### config.mk
export PLATFORM = sky130hd
export DESIGN_NAME = div_issue
export DESIGN_NICKNAME = d
export VERILOG_FILES = /design/src/rtl/div_issue_pkg.sv /design/src/rtl/div_operand_prep.sv /design/src/rtl/div_issue.sv
export SDC_FILE = /design/constraint.sdc
export NUM_CORES = 1
export LEC_CHECK = 0
export ABC_AREA = 1
export CAP_MARGIN = 20
export CORE_MARGIN = 2
export CORE_UTILIZATION = 49
export CTS_BUF_LIST = sky130_fd_sc_hd__clkbuf_2
export DETAILED_ROUTE_END_ITERATION = 7
export MAX_ROUTING_LAYER = met4
export PLACE_DENSITY = 0.84
export SYNTH_ARGS = -nofsm -noshare
export SYNTH_HDL_FRONTEND = slang
export SYNTH_SLANG_ARGS = --single-unit
### constraint.sdc
create_clock -name clk -period 18.5 [get_ports clk]
set_input_delay 3.7 -clock clk [delete_from_list [all_inputs] [get_ports clk]]
set_output_delay 3.7 -clock clk [all_outputs]
set_load 0.01 [all_outputs]
### src/rtl/div_issue_pkg.sv
// rtl/div_issue_pkg.sv - shared constants and enums for the divide issue block
//
// Purpose : op encoding, FSM state enum and default datapath width shared by
//           div_issue and div_operand_prep.
// Ports   : none (package)
package div_issue_pkg;

  localparam int XLEN_DEFAULT = 64;

  typedef enum logic [1:0] {
    OP_DIV  = 2'd0,
    OP_DIVU = 2'd1,
    OP_REM  = 2'd2,
    OP_REMU = 2'd3
  } div_op_e;

  typedef enum logic [1:0] {
    ST_IDLE  = 2'd0,
    ST_ISSUE = 2'd1,
    ST_WAIT  = 2'd2,
    ST_RESP  = 2'd3
  } div_state_e;

endpackage

### src/rtl/div_operand_prep.sv
// rtl/div_operand_prep.sv - operand extension, magnitudes, sign flags, special cases
//
// Purpose : purely combinational front end of the divide issue block.
// Ports   : i_op/i_word        operation and 32-bit W variant
//           i_a/i_b            raw dividend/divisor
//           o_mag_a/o_mag_b    unsigned magnitudes sent to the divider
//           o_neg_q/o_neg_r    negate quotient/remainder on return
//           o_special          divide-by-zero or signed overflow
//           o_special_result   final rd value for a special case
import div_issue_pkg::*;

module div_operand_prep #(
  parameter int XLEN = XLEN_DEFAULT
) (
  input  logic [1:0]      i_op,
  input  logic            i_word,
  input  logic [XLEN-1:0] i_a,
  input  logic [XLEN-1:0] i_b,
  output logic [XLEN-1:0] o_mag_a,
  output logic [XLEN-1:0] o_mag_b,
  output logic            o_neg_q,
  output logic            o_neg_r,
  output logic            o_special,
  output logic [XLEN-1:0] o_special_result
);

  logic            w_signed;
  logic            w_is_rem;
  logic [XLEN-1:0] w_ea;
  logic [XLEN-1:0] w_eb;
  logic [XLEN-1:0] w_min;
  logic [XLEN-1:0] w_res;
  logic            w_sa;
  logic            w_sb;
  logic            w_div0;
  logic            w_ovf;

  always_comb begin
    w_signed = (i_op == OP_DIV) || (i_op == OP_REM);
    w_is_rem = i_op[1];
    if (i_word) begin
      w_ea  = {{(XLEN-32){w_signed & i_a[31]}}, i_a[31:0]};
      w_eb  = {{(XLEN-32){w_signed & i_b[31]}}, i_b[31:0]};
      // most negative 32-bit value, already sign-extended
      w_min = {{(XLEN-31){1'b1}}, 31'd0};
    end else begin
      w_ea  = i_a;
      w_eb  = i_b;
      w_min = {1'b1, {(XLEN-1){1'b0}}};
    end

    w_sa    = w_signed & w_ea[XLEN-1];
    w_sb    = w_signed & w_eb[XLEN-1];
    o_mag_a = w_sa ? -w_ea : w_ea;
    o_mag_b = w_sb ? -w_eb : w_eb;
    o_neg_q = w_sa ^ w_sb;
    o_neg_r = w_sa;

    w_div0 = (w_eb == '0);
    w_ovf  = w_signed && (w_ea == w_min) && (w_eb == '1);

    // divide-by-zero takes priority; overflow needs b = -1, so they never overlap
    if (w_div0) begin
      w_res = w_is_rem ? w_ea : '1;
    end else begin
      w_res = w_is_rem ? '0 : w_ea;
    end

    o_special        = w_div0 | w_ovf;
    o_special_result = i_word ? {{(XLEN-32){w_res[31]}}, w_res[31:0]} : w_res;
  end

endmodule

### src/rtl/div_issue.sv
// rtl/div_issue.sv - issues DIV/REM ops to an unsigned iterative divider
//
// Purpose : accepts a divide request, resolves special cases locally, otherwise
//           starts the divider with magnitudes and fixes up signs on return.
// Ports   : clk, reset (async, active-high)
//           req_valid/req_ready/req_op/req_word/req_a/req_b  request side
//           flush, busy                                      pipeline control
//           dv_start/dv_abort/dv_a/dv_b/dv_done/dv_quot/dv_rem divider side
//           resp_valid/resp_ready/resp_data                  result side
import div_issue_pkg::*;

module div_issue #(
  parameter int XLEN         = XLEN_DEFAULT,
  parameter bit DIV_ABORT_EN = 1'b1
) (
  input  logic            clk,
  input  logic            reset,
  input  logic            req_valid,
  output logic            req_ready,
  input  logic [1:0]      req_op,
  input  logic            req_word,
  input  logic [XLEN-1:0] req_a,
  input  logic [XLEN-1:0] req_b,
  input  logic            flush,
  output logic            busy,
  output logic            dv_start,
  output logic            dv_abort,
  output logic [XLEN-1:0] dv_a,
  output logic [XLEN-1:0] dv_b,
  input  logic            dv_done,
  input  logic [XLEN-1:0] dv_quot,
  input  logic [XLEN-1:0] dv_rem,
  output logic            resp_valid,
  input  logic            resp_ready,
  output logic [XLEN-1:0] resp_data
);

  div_state_e      r_state;
  div_state_e      w_state_nxt;
  logic            r_is_rem;
  logic            r_word;
  logic            r_neg_q;
  logic            r_neg_r;
  logic [XLEN-1:0] r_dv_a;
  logic [XLEN-1:0] r_dv_b;
  logic [XLEN-1:0] r_resp_data;

  logic [XLEN-1:0] w_mag_a;
  logic [XLEN-1:0] w_mag_b;
  logic            w_neg_q;
  logic            w_neg_r;
  logic            w_special;
  logic [XLEN-1:0] w_special_result;
  logic            w_accept;
  logic            w_done_take;
  logic [XLEN-1:0] w_sel;
  logic [XLEN-1:0] w_signed_res;
  logic [XLEN-1:0] w_result;

  div_operand_prep #(.XLEN(XLEN)) u_prep (
    .i_op             (req_op),
    .i_word           (req_word),
    .i_a              (req_a),
    .i_b              (req_b),
    .o_mag_a          (w_mag_a),
    .o_mag_b          (w_mag_b),
    .o_neg_q          (w_neg_q),
    .o_neg_r          (w_neg_r),
    .o_special        (w_special),
    .o_special_result (w_special_result)
  );

  assign w_accept    = req_valid && req_ready;
  assign w_done_take = (r_state == ST_WAIT) && dv_done && !flush;

  always_comb begin
    w_sel        = r_is_rem ? dv_rem : dv_quot;
    w_signed_res = (r_is_rem ? r_neg_r : r_neg_q) ? -w_sel : w_sel;
    w_result     = r_word ? {{(XLEN-32){w_signed_res[31]}}, w_signed_res[31:0]}
                          : w_signed_res;
  end

  always_ff @(posedge clk or posedge reset) begin
    if (reset) begin
      r_state <= ST_IDLE;
    end else begin
      r_state <= w_state_nxt;
    end
  end

  always_comb begin
    w_state_nxt = r_state;
    req_ready   = 1'b0;
    busy        = 1'b0;
    dv_start    = 1'b0;
    dv_abort    = 1'b0;
    resp_valid  = 1'b0;
    case (r_state)
      ST_IDLE: begin
        req_ready = !flush;
        if (req_valid && !flush) begin
          w_state_nxt = w_special ? ST_RESP : ST_ISSUE;
        end
      end
      ST_ISSUE: begin
        busy        = 1'b1;
        dv_start    = 1'b1;
        w_state_nxt = ST_WAIT;
      end
      ST_WAIT: begin
        busy = 1'b1;
        if (dv_done) begin
          w_state_nxt = ST_RESP;
        end
      end
      ST_RESP: begin
        resp_valid = 1'b1;
        busy       = !resp_ready;
        if (resp_ready) begin
          w_state_nxt = ST_IDLE;
        end
      end
      default: w_state_nxt = ST_IDLE;
    endcase
    // flush overrides everything; a start in the same cycle is suppressed
    if (flush) begin
      w_state_nxt = ST_IDLE;
      resp_valid  = 1'b0;
      dv_start    = 1'b0;
      dv_abort    = DIV_ABORT_EN && ((r_state == ST_ISSUE) || (r_state == ST_WAIT));
    end
  end

  always_ff @(posedge clk or posedge reset) begin
    if (reset) begin
      r_is_rem    <= 1'b0;
      r_word      <= 1'b0;
      r_neg_q     <= 1'b0;
      r_neg_r     <= 1'b0;
      r_dv_a      <= '0;
      r_dv_b      <= '0;
      r_resp_data <= '0;
    end else begin
      if (w_accept) begin
        r_is_rem <= req_op[1];
        r_word   <= req_word;
        r_neg_q  <= w_neg_q;
        r_neg_r  <= w_neg_r;
        r_dv_a   <= w_mag_a;
        r_dv_b   <= w_mag_b;
        if (w_special) begin
          r_resp_data <= w_special_result;
        end
      end
      if (w_done_take) begin
        r_resp_data <= w_result;
      end
    end
  end

  assign dv_a      = r_dv_a;
  assign dv_b      = r_dv_b;
  assign resp_data = r_resp_data;

endmodule
==> summary.md <==
| Metric | Value |
|---|---|
| Crit path kind | input pin to primary output |
| Initial core utilization | 50.06% |
| Share of post-route cells with drive strength above 1 | 2.624% |
| Worst-Skew Late Latency | 0.95 ns |
| RR Endpoint | resp_data[15] |
| Final core occ | 63.86% |
| Leak pwr | 11.39 nW |
| Cts hold-fix bufs | 0 |
| Status | completed |
| DR DRC count | 0 |
| ANT nets after route | 0 |
| Post_cts resized | 0 |
| Placed Area | 0.02247 mm^2 |
| Synth top cells by count | nand2_1, nor2_1, inv_1 |
| Global-route wire length before repair | 118,100 um |
| Post-synthesis register bit count | 198 |
| WP data arrival | 5.09 ns |
| Peak Freq | 113.8 MHz |
| Port bufs | 461 |
| Worst Hold End | resp_data[16] |
| DR vias | 22,102 |
| Pre-antenna DRT Iters | 6 |
| Layout Nets | 3,729 |
| Ports | 462 |
| Seq/Total Area, Yosys | 27.69% |
| Crit path max fanout | 7 |
| Root buffer cell | clkbuf_2 |
| Distinct cells, synth | 44 |
| Pwr Total | 0.002607 W |
| WL final | 77,630 um |
| H-tree depth | 4 |
| Count leader, synth | nand2_1 |
| Ys async rst share | 100.0% |
| Post-route cell area | 0.02282 mm^2 |
| Worst Setup End Kind | primary output |
| Layout area overhead | 27.55% |
| Initial antenna violation count | 4 |
| Num rows | 69 |
| Unrepaired setup endpoints after global routing | no |
| Leading post-synthesis cells by cell area | dfrtp_1, nand2_1, nor2_1 |
| Worst Tran Pin Value | 1.068 ns |
| PwrDens | 114.2 mW/mm^2 |
| Max cap viols | 0 |
| Clock tree buffer depth | 2 |
| CTS Buf Count | 17 |
| Final Instance Count excl. Fillers | 3,937 |
| Detailed Route Iter0 Violations | 2,465 |
| Die height | 195.1 um |
| Vias/cell | 5.614 |
| Routed WL per cell | 19.72 um |
| CP startpoint kind | input pin |
| Post-synth EDFFs | 0 |
| CTS tree | built |
| Hold Startpoint | resp_data[16] |
| Worst reg2reg startpoint | r_is_rem |
| Hpwl dp | 61,710 um |
| Syn_nets | 3,377 |
| Worst R2R Setup Slack | 14.84 ns |
| Yosys warns | 0 |
| Gr usage total | 41.02% |
| Yosys top cell area share | 27.69% |
| Worst VDD drop | 0.00009438 V |
| Cell count of the worst hold path | 2 |
| Avg Inst Size Synth | 5.766 um^2 |
| Endpoints failing hold | 0 |
| Largest net degree at the start of global routing | 136 |
| Min cycle time layout | 8.787 ns |
| Die width | 195.1 um |
| Setup_tns | 0 ns |
| Vias in the first global route | 20,595 |
| Gr ovfl total | 0 |
| Placer Congestion | 1.056 |
| Tightest Hold Check Type | flip-flop to flip-flop |
| Cells after Synth | 3,103 |
| Post-Syn Area | 0.01789 mm^2 |
| Post-CTS Setup Bufs | 0 |
| Slew Viols, Final | 0 |
| Crit path required time | 14.80 ns |
| Cells on worst reg2reg path | 10 |
| Post-synth top area cell | dfrtp_1 |
| Worst-path clk slew | 0.35 ns |
| Clock Skews | 0.05151 ns |
| Cells after DPL | 3,894 |
| Final Cycle Share | 47.50% |
| Synth Flop Type | dfrtp_1 |
| Final setup fails | 0 |
| Clock sinks | 198 |
| Worst slew margin | 28.69% |
| Die area | 0.03806 mm^2 |
| Std-Cell Core Area | 0.03574 mm^2 |
-- flip-flops by register name (all words and copies together), names as in the netlist --
name       count
dv_b          64
r_neg_q        1
r_state        2
r_word         1
dv_a          64
r_neg_r        1
r_is_rem       1
resp_data     64
-- placed cells by master (no fill, tap or decap), types with 10 or more instances in the layout --
cell,count
xor2_1,83
clkdlybuf4s50_1,460
dfrtp_1,197
buf_4,12
nand2_1,1249
a21oi_1,84
nand4_1,71
inv_1,322
xnor2_1,11
nor2_1,347
nand3_1,154
clkbuf_2,17
o21ai_0,249
nor2_2,10
nand3b_1,26
nor3_1,35
o21ai_1,18
o211ai_1,28
-- power breakdown --
group | switching [W] | leakage [nW] | internal (W) | total, W
logic | 0.000951 | 8.73 | 0.000653 | 0.00160
registers | 0.000138 | 2.51 | 0.000623 | 0.000760
clock network | 0.000193 | 0.155 | 0.0000485 | 0.000242
total | 0.00128 | 11.4 | 0.00132 | 0.00261
-- area by class of cell --
type                       count  area, um^2
fill                        3327       12920
multi-input combinational   2429       10980
sequential                   198        4956
timing repair buffer         476        4775
inverter                     333        1257
tap                          461       576.8
clock inverter                15       175.2
clock buffer                  17       85.08
antenna                        8       20.02
-- critical path, stage by stage --
cell	delay, ns
clkdlybuf4s50_1	0.52
nor2_1	0.27
clkdlybuf4s50_1	0.59
-- how the worst max path moves through the flow --
stage / slack, ns / cells past startpoint / to / startpoint
3_3_place_gp: 9.75 / 3 / req_ready / flush
6_report: 9.71 / 3 / req_ready / flush
3_5_place_dp: 9.58 / 15 / resp_data[2] / req_word
2_1_floorplan: 9.40 / 1 / dv_a[0] / reset
4_1_cts: 9.71 / 3 / req_ready / flush
5_1_grt: 9.66 / 3 / req_ready / flush
-- kinds of logic (layout without fill, tap and decap cells) --
kind of cell,after synthesis,count (layout),synth area share (%)
XOR/XNOR,94,94,4.601
AO/OA/AOI/OAI,399,399,11.85
flip-flops,198,198,27.69
other,0,8,0
AND/OR/NAND/NOR,1927,1927,44.14
adder cells (fa/ha/maj),9,9,0.6293
buffers and inverters,476,841,11.09
-- routing by layer --
layer	track usage [%]	part of all wire (%)	up-vias	routed length [um]
met5	-	0	-	0
met4	19.59	5.1	0	3948
met3	7.409	9.4	214	7314
met2	65.44	46	1325	35450
met1	50.43	40	10106	30920
li1	-	-	10457	-
-- metrics by stage --
step | worst slack (ns) | hold WS [ns]
floorplan | 9.403 | 0.4534
global placement | 9.745 | 0.4537
detailed placement | 9.584 | 0.4610
CTS | 9.709 | 0.5219
global route | 9.661 | 0.5497
finish | 9.713 | 0.5232
No activity file was read; power rests on OpenSTA's default activity.
